$ cat config.mk
export PLATFORM = sky130hd
export DESIGN_NAME = vga_timing_gen
export DESIGN_NICKNAME = d
export VERILOG_FILES = /design/src/rtl/vga_pkg.sv /design/src/rtl/vga_timing_gen_pix_strobe.sv /design/src/rtl/vga_timing_gen.sv
export SDC_FILE = /design/constraint.sdc
export NUM_CORES = 1
export LEC_CHECK = 0
export BUFFER_PORTS_ARGS = -buffer_cell sky130_fd_sc_hd__buf_2
export CAP_MARGIN = 5
export CORE_MARGIN = 2
export CORE_UTILIZATION = 39
export DETAILED_ROUTE_END_ITERATION = 12
export PLACE_DENSITY = 0.64
export REMOVE_ABC_BUFFERS = 1
export SLEW_MARGIN = 20
export SYNTH_ARGS = -nofsm -noshare
export SYNTH_HDL_FRONTEND = slang
export SYNTH_SLANG_ARGS = --single-unit
$ cat constraint.sdc
create_clock -name clk -period 2.8 [get_ports clk]
set_input_delay 0.42 -clock clk [delete_from_list [all_inputs] [get_ports clk]]
set_output_delay 0.42 -clock clk [all_outputs]
set_load 0.01 [all_outputs]
$ cat src/rtl/vga_pkg.sv
// -----------------------------------------------------------------------------
// vga_pkg
// Shared constants for the VGA timing path.
//   - Default 640x480@60 timing (25 MHz pixel clock from a 100 MHz system clock)
//   - h_total / v_total helpers that sum the four segments of a line / frame
//   - Colour-bar constants used by the optional test pattern
//     (compiled in when VGA_TEST_PATTERN_EN is defined)
// -----------------------------------------------------------------------------
package vga_pkg;

   localparam int VGA_H_ACTIVE = 640;
   localparam int VGA_H_FP     = 16;
   localparam int VGA_H_SYNC   = 96;
   localparam int VGA_H_BP     = 48;

   localparam int VGA_V_ACTIVE = 480;
   localparam int VGA_V_FP     = 10;
   localparam int VGA_V_SYNC   = 2;
   localparam int VGA_V_BP     = 33;

   localparam int VGA_CLK_DIV  = 4;
   localparam int VGA_PIPE_LAT = 1;
   localparam int VGA_COLOR_W  = 12;

   // Colour bars: eight equal-width bars, bar 0 white down to bar 7 black.
   // The colour index is 7 - bar; index bit2/bit1/bit0 drive R/G/B.
   localparam int         NUM_BARS      = 8;
   localparam logic [2:0] BAR_IDX_WHITE = 3'd7;
   localparam logic [2:0] BAR_IDX_BLACK = 3'd0;

   function automatic int h_total(input int active, input int fp,
                                  input int sync, input int bp);
      return active + fp + sync + bp;
   endfunction

   function automatic int v_total(input int active, input int fp,
                                  input int sync, input int bp);
      return active + fp + sync + bp;
   endfunction

endpackage

$ cat src/rtl/vga_timing_gen_pix_strobe.sv
// -----------------------------------------------------------------------------
// vga_pix_strobe
// Divides the system clock down to a one-clk pixel strobe.
// Ports:
//   clk      in   system clock
//   reset_n  in   asynchronous active-low reset
//   enable   in   run the divider; low clears it and suppresses the strobe
//   pix_en   out  high for one clk while the divider sits at CLK_DIV-1
// With CLK_DIV = 1 the strobe is high on every enabled clk.
// -----------------------------------------------------------------------------
module vga_pix_strobe
   import vga_pkg::*;
#(
   parameter int CLK_DIV = VGA_CLK_DIV
) (
   input  logic clk,
   input  logic reset_n,
   input  logic enable,
   output logic pix_en
);

   // A 1-bit counter is kept for CLK_DIV = 1 so the vector is never zero-width.
   localparam int             DW       = (CLK_DIV > 1) ? $clog2(CLK_DIV) : 1;
   localparam logic [DW-1:0]  DIV_LAST = DW'(CLK_DIV - 1);

   logic [DW-1:0] div;
   logic [DW-1:0] div_next;

   always_comb begin
      div_next = div + 1'b1;
      if (div == DIV_LAST) begin
         div_next = '0;
      end
   end

   // pix_en is registered alongside the counter so it is exactly high for the
   // clk in which div holds DIV_LAST, and is glitch-free at the output.
   always_ff @(posedge clk or negedge reset_n) begin
      if (!reset_n) begin
         div    <= '0;
         pix_en <= 1'b0;
      end else if (!enable) begin
         div    <= '0;
         pix_en <= 1'b0;
      end else begin
         div    <= div_next;
         pix_en <= (div_next == DIV_LAST);
      end
   end

endmodule

$ cat src/rtl/vga_timing_gen.sv
// -----------------------------------------------------------------------------
// vga_timing_gen
// Parametrised VGA timing generator and pixel output stage. Produces pixel
// coordinates for an upstream pixel source, then delays sync and blanking so
// they line up with pixel data that arrives PIPE_LAT pixel ticks after its
// coordinates, and drives registered, blanked RGB toward the DAC pins.
//
// Ports:
//   clk          in   system clock (100 MHz nominal)
//   reset_n      in   asynchronous active-low reset
//   enable       in   run timing; low parks the block idle at the frame origin
//   pixel_in     in   COLOR_W pixel data, valid PIPE_LAT ticks after its x/y
//   test_mode    in   (VGA_TEST_PATTERN_EN only) replace pixel_in with bars
//   pix_en       out  one-clk pixel strobe
//   x, y         out  pixel / line counters
//   line_start   out  strobe on the tick where x == 0
//   frame_start  out  strobe on the tick where x == 0 and y == 0
//   hsync, vsync out  registered syncs, polarity HSYNC_POL / VSYNC_POL
//   de           out  registered data-enable, aligned with rgb
//   rgb          out  registered pixel, 0 outside the active area
//   frame_count  out  completed frames, wraps modulo 2^16
//
// Optional feature macro: VGA_TEST_PATTERN_EN adds test_mode and an internal
// eight-bar colour pattern generated from the delayed x coordinate.
// COLOR_W must be a multiple of 3 (equal R/G/B channel widths).
// -----------------------------------------------------------------------------
module vga_timing_gen
   import vga_pkg::*;
#(
   parameter int H_ACTIVE  = VGA_H_ACTIVE,
   parameter int H_FP      = VGA_H_FP,
   parameter int H_SYNC    = VGA_H_SYNC,
   parameter int H_BP      = VGA_H_BP,
   parameter int V_ACTIVE  = VGA_V_ACTIVE,
   parameter int V_FP      = VGA_V_FP,
   parameter int V_SYNC    = VGA_V_SYNC,
   parameter int V_BP      = VGA_V_BP,
   parameter int CLK_DIV   = VGA_CLK_DIV,
   parameter int HSYNC_POL = 0,
   parameter int VSYNC_POL = 0,
   parameter int PIPE_LAT  = VGA_PIPE_LAT,
   parameter int COLOR_W   = VGA_COLOR_W,
   localparam int H_TOTAL  = h_total(H_ACTIVE, H_FP, H_SYNC, H_BP),
   localparam int V_TOTAL  = v_total(V_ACTIVE, V_FP, V_SYNC, V_BP),
   localparam int XW       = $clog2(H_TOTAL),
   localparam int YW       = $clog2(V_TOTAL)
) (
   input  logic               clk,
   input  logic               reset_n,
   input  logic               enable,
   input  logic [COLOR_W-1:0] pixel_in,
`ifdef VGA_TEST_PATTERN_EN
   input  logic               test_mode,
`endif
   output logic               pix_en,
   output logic [XW-1:0]      x,
   output logic [YW-1:0]      y,
   output logic               line_start,
   output logic               frame_start,
   output logic               hsync,
   output logic               vsync,
   output logic               de,
   output logic [COLOR_W-1:0] rgb,
   output logic [15:0]        frame_count
);

   localparam logic [XW-1:0] X_LAST = XW'(H_TOTAL - 1);
   localparam logic [YW-1:0] Y_LAST = YW'(V_TOTAL - 1);
   localparam logic          HS_ON  = (HSYNC_POL != 0);
   localparam logic          VS_ON  = (VSYNC_POL != 0);

   // ---------------------------------------------------------------- strobe
   vga_pix_strobe #(
      .CLK_DIV (CLK_DIV)
   ) u_pix_strobe (
      .clk     (clk),
      .reset_n (reset_n),
      .enable  (enable),
      .pix_en  (pix_en)
   );

   // -------------------------------------------------------------- counters
   logic x_wrap;
   logic y_wrap;

   assign x_wrap = (x == X_LAST);
   assign y_wrap = (y == Y_LAST);

   always_ff @(posedge clk or negedge reset_n) begin
      if (!reset_n) begin
         x           <= '0;
         y           <= '0;
         frame_count <= '0;
      end else if (!enable) begin
         // frame_count deliberately holds across an idle period.
         x <= '0;
         y <= '0;
      end else if (pix_en) begin
         if (x_wrap) begin
            x <= '0;
            if (y_wrap) begin
               y           <= '0;
               frame_count <= frame_count + 16'd1;
            end else begin
               y <= y + 1'b1;
            end
         end else begin
            x <= x + 1'b1;
         end
      end
   end

   // Qualified with pix_en so both are single-clk strobes and read 0 in reset.
   assign line_start  = pix_en && (x == '0);
   assign frame_start = line_start && (y == '0);

   // ------------------------------------------------------ raw timing terms
   // Compared at 32 bits: ACTIVE+FP+SYNC can equal H_TOTAL when the back
   // porch is zero, which does not fit in XW bits.
   logic [31:0] x_ext;
   logic [31:0] y_ext;
   logic        hs_raw;
   logic        vs_raw;
   logic        de_raw;

   assign x_ext  = 32'(x);
   assign y_ext  = 32'(y);
   assign hs_raw = (x_ext >= 32'(H_ACTIVE + H_FP)) &&
                   (x_ext <  32'(H_ACTIVE + H_FP + H_SYNC));
   assign vs_raw = (y_ext >= 32'(V_ACTIVE + V_FP)) &&
                   (y_ext <  32'(V_ACTIVE + V_FP + V_SYNC));
   assign de_raw = (x_ext < 32'(H_ACTIVE)) && (y_ext < 32'(V_ACTIVE));

   // ------------------------------------------------------------ delay line
   // Sync terms travel as active-high flags; polarity is applied only at the
   // output register so a cleared pipeline always means "inactive".
   logic hs_d;
   logic vs_d;
   logic de_d;
`ifdef VGA_TEST_PATTERN_EN
   logic [XW-1:0] x_d;
`endif

   if (PIPE_LAT > 0) begin : g_dly
      logic [PIPE_LAT-1:0] hs_sr;
      logic [PIPE_LAT-1:0] vs_sr;
      logic [PIPE_LAT-1:0] de_sr;
`ifdef VGA_TEST_PATTERN_EN
      logic [XW-1:0]       x_sr [PIPE_LAT];
`endif

      always_ff @(posedge clk or negedge reset_n) begin
         if (!reset_n) begin
            hs_sr <= '0;
            vs_sr <= '0;
            de_sr <= '0;
`ifdef VGA_TEST_PATTERN_EN
            for (int i = 0; i < PIPE_LAT; i++) x_sr[i] <= '0;
`endif
         end else if (!enable) begin
            hs_sr <= '0;
            vs_sr <= '0;
            de_sr <= '0;
`ifdef VGA_TEST_PATTERN_EN
            for (int i = 0; i < PIPE_LAT; i++) x_sr[i] <= '0;
`endif
         end else if (pix_en) begin
            // The cast drops the oldest bit, shifting the new term into bit 0.
            hs_sr <= PIPE_LAT'({hs_sr, hs_raw});
            vs_sr <= PIPE_LAT'({vs_sr, vs_raw});
            de_sr <= PIPE_LAT'({de_sr, de_raw});
`ifdef VGA_TEST_PATTERN_EN
            x_sr[0] <= x;
            for (int i = 1; i < PIPE_LAT; i++) x_sr[i] <= x_sr[i-1];
`endif
         end
      end

      assign hs_d = hs_sr[PIPE_LAT-1];
      assign vs_d = vs_sr[PIPE_LAT-1];
      assign de_d = de_sr[PIPE_LAT-1];
`ifdef VGA_TEST_PATTERN_EN
      assign x_d  = x_sr[PIPE_LAT-1];
`endif
   end else begin : g_nodly
      assign hs_d = hs_raw;
      assign vs_d = vs_raw;
      assign de_d = de_raw;
`ifdef VGA_TEST_PATTERN_EN
      assign x_d  = x;
`endif
   end

   // -------------------------------------------------------- pixel source
   logic [COLOR_W-1:0] pix_src;

`ifdef VGA_TEST_PATTERN_EN
   localparam int BAR_W = (H_ACTIVE / NUM_BARS > 0) ? (H_ACTIVE / NUM_BARS) : 1;
   localparam int CH_W  = COLOR_W / 3;

   // Bar index from the delayed x, so the bars line up with de. Anything
   // past the eighth bar (H_ACTIVE not a multiple of 8) is shown black.
   function automatic logic [COLOR_W-1:0] bar_colour(input logic [XW-1:0] xp);
      logic [31:0] bar;
      logic [2:0]  idx;
      bar = 32'(xp) / 32'(BAR_W);
      if (bar >= 32'(NUM_BARS)) begin
         idx = BAR_IDX_BLACK;
      end else begin
         idx = BAR_IDX_WHITE - bar[2:0];
      end
      return {{CH_W{idx[2]}}, {CH_W{idx[1]}}, {CH_W{idx[0]}}};
   endfunction

   always_comb begin
      pix_src = pixel_in;
      if (test_mode) begin
         pix_src = bar_colour(x_d);
      end
   end
`else
   always_comb begin
      pix_src = pixel_in;
   end
`endif

   // ------------------------------------------------------ output register
   always_ff @(posedge clk or negedge reset_n) begin
      if (!reset_n) begin
         hsync <= ~HS_ON;
         vsync <= ~VS_ON;
         de    <= 1'b0;
         rgb   <= '0;
      end else if (!enable) begin
         hsync <= ~HS_ON;
         vsync <= ~VS_ON;
         de    <= 1'b0;
         rgb   <= '0;
      end else if (pix_en) begin
         hsync <= hs_d ? HS_ON : ~HS_ON;
         vsync <= vs_d ? VS_ON : ~VS_ON;
         de    <= de_d;
         rgb   <= de_d ? pix_src : '0;
      end
   end

endmodule

==> run metrics <==
Area Overhead vs Synth 22.24%; internal cell power 1.319 mW; ys flop type dfrtp_1; sw frac 0.2534; # resized after CTS 0; status completed; actual slew at the worst max-slew pin 0.7269 ns; setup_tns 0 ns; CP Launch Type register; Sw Pwr 447.6 uW; Initial Utilization 0.3992; Row Count 31; Synth Instances 271; Core ar. 7214 um2; power per cell area 501.7 nW/um2; met1 Usage GRT 0.2300; DP Wirelength 4545 um; grt total ovfl 0; DR vias/cell 5.215; initial antenna violation count 0; post-CTS setup buffer count 0; busiest grt layer met2; worst clock skew 0.008692 ns; synthesis-stage register bit count 57; DRC 0; # hold bufs at CTS 0; worst endpoint required time 2.38 ns; Pre-antenna DRT Iters 5; fmax 401.1 MHz; Synth top area share 0.4778; Logic pwr share 0.069; CP endpoint kind output port; initial DRC count 103; reg2reg end y[9]; Seq pwr share 0.484; cell taking the most area after synthesis dfrtp_1; CP Class register to output port; All-Layer GR Usage 0.1713; CTS Sinks 57; antenna cells 0; maximum vdd ir drop 0.2160 mV; Worst slew margin 0.5154; Skew-Pair Late Insertion Delay 0.35 ns; GP Congestion 0.8059; period utilisation layout 0.8904; Slew Limit Fails 0; vias 2326; synthesized area per cell 10.63 um2; RR Startpoint y[0]; CTS clk-pin slew, worst paths 0.07 ns; DIE WIDTH 89.94 um; depth of the most critical reg-to-reg path 6; largest net degree at the start of global routing 58; die area 8088 um2; post-route ant nets 0; clock root cell clkbuf_8; setup repair after global routing missed its margin no; first-pass GRT wire length 11270 um; clock power share 0.447; Syn Std Cell Area 2880 um2; Ys Warns 0; reg-to-reg slack, setup 0.58 ns; pre-CTS WS 0.6138 ns; Detailed Route WL 6437 um; wire per inst 14.43 um; Tightest Hold Check Type input pin to async pin; endpoints failing setup 0; Post-synth EDFFs 0; port bufs 68; CTS tree built; top post-synthesis cells by area dfrtp_1, xor2_1, a22o_1; Critical Path Start y[0]; number of global-route vias before repair 2349; layout cell share with drive strength beyond 1 0.3170; max-cap violations 0; final worst path period need 2.493 ns; Netlist cell types 49; H-tree Lvls 3; Seq/Total Area, Yosys 0.4961; GR Layer Usage met3 0.04610; Layout Nets 365; CP arrival 2.07 ns; I/O pins 69; Pleak 1.748 nW; final hold vios 0; clock buffer depth 2; asr flop ratio synth 1.000; worst setup margin 0.3070 ns; CP max FO 5; met2 usage 0.2652; TritonCTS Buffers 9; Chip Height 89.94 um
-- cell type report --
class | instances | area [um2]
clock buffer | 10 | 137.6
clock inverter | 6 | 66.31
fill | 704 | 3694
inverter | 14 | 52.55
multi-input combinational | 187 | 1334
sequential | 57 | 1429
tap | 99 | 123.9
timing repair buffer | 73 | 377.9
-- routing by layer --
| metal | routed length (um) | share of wire |
|---|---|---|
| met3 | 317 | 0.049 |
| met2 | 2941 | 0.46 |
| met4 | 88 | 0.014 |
| met5 | 0 | 0 |
| met1 | 3089 | 0.48 |
-- cell usage after synthesis, drive strengths merged (2+ instances only) --
master,n
and4,6
a21oi,6
nor4,5
a31oi,3
xor2,15
nand2,20
nor3,18
and3,4
xnor2,6
inv,13
clkbuf,8
nand3,14
or4,3
dfrtp,55
and2,3
mux2i,2
o21ai,7
a22o,14
nand4b,2
ha,8
o211ai,3
nand4,9
buf,5
nand2b,3
o31ai,5
dfstp,2
mux2,2
nor4b,2
nor2,14
nor2b,2
-- state kept, by name (all words and copies together), names as in the netlist --
signal,flops
u_pix_strobe.pix_en,1
de_d,1
g_dly.vs_sr,1
vsync,1
frame_count,16
de,1
hsync,1
g_dly.hs_sr,1
rgb,12
x,10
y,10
u_pix_strobe.div,2
-- layout by cell type (no fill, tap or decap), types with 2 or more instances in the layout --
cell type,count
a31oi_1,3
nor4_1,3
nand2_1,20
a21oi_1,6
or4_4,2
nor3_2,9
nor2b_1,2
mux2i_1,2
a22o_1,13
o31ai_1,5
o211ai_1,3
mux2_2,2
dfstp_2,2
buf_4,5
clkbuf_8,10
and4_1,6
nor4_2,2
clkinvlp_4,3
nor3_1,9
nand4_1,8
xor2_1,15
xnor2_1,6
buf_2,68
nand4b_1,2
and3_1,4
and2_1,3
nor2_1,14
nand2b_1,3
inv_1,13
dfrtp_1,55
nor4b_1,2
nand3_1,14
o21ai_0,7
ha_1,8
-- cell families after synthesis --
logic type | after synthesis | synth area share
AO/OA/AOI/OAI | 47 | 0.1208
XOR/XNOR | 21 | 0.06386
AND/OR/NAND/NOR | 107 | 0.2289
flip-flops | 57 | 0.4961
buffers and inverters | 27 | 0.04083
adder cells (fa/ha/maj) | 8 | 0.03475
multiplexers | 4 | 0.01477
-- worst max path at each step --
stage | cells past startpoint | endpoint
finish | 5 | frame_start
global route | 5 | frame_start
CTS | 5 | frame_start
detailed placement | 6 | frame_count[1]
global placement | 4 | frame_count[14]
floorplan | 4 | frame_count[14]
-- power by group through the flow --
stage	Combinational [mW]	Clock (mW)	Sequential, mW
4_1_cts	0.124	0.809	0.855
3_3_place_gp	0.121	0	0.869
3_5_place_dp	0.123	0	0.871
5_1_grt	0.137	0.846	0.858
2_1_floorplan	0.0538	0	0.873
6_report	0.121	0.790	0.855
-- worst max-delay path, cell delays in order, from the launching register on --
cell     delay [ns]
dfrtp_1        0.43
inv_1          0.13
ha_1           0.20
nor4b_1        0.53
and4_1         0.30
buf_2          0.14
-- stage by stage --
step	total power, mW	std cells	instance area (um2)	util	hold WS, ns
floorplan	0.9264	258	2815	-	0.1244
global placement	0.9903	430	3317	0.4598	0.4482
detailed placement	0.9937	430	3317	0.4598	0.4633
CTS	1.788	446	3521	0.4880	0.2460
global route	1.841	446	3521	0.4880	0.2719
finish	1.766	446	3521	0.4880	0.2150
No activity file was read; power rests on OpenSTA's default activity.
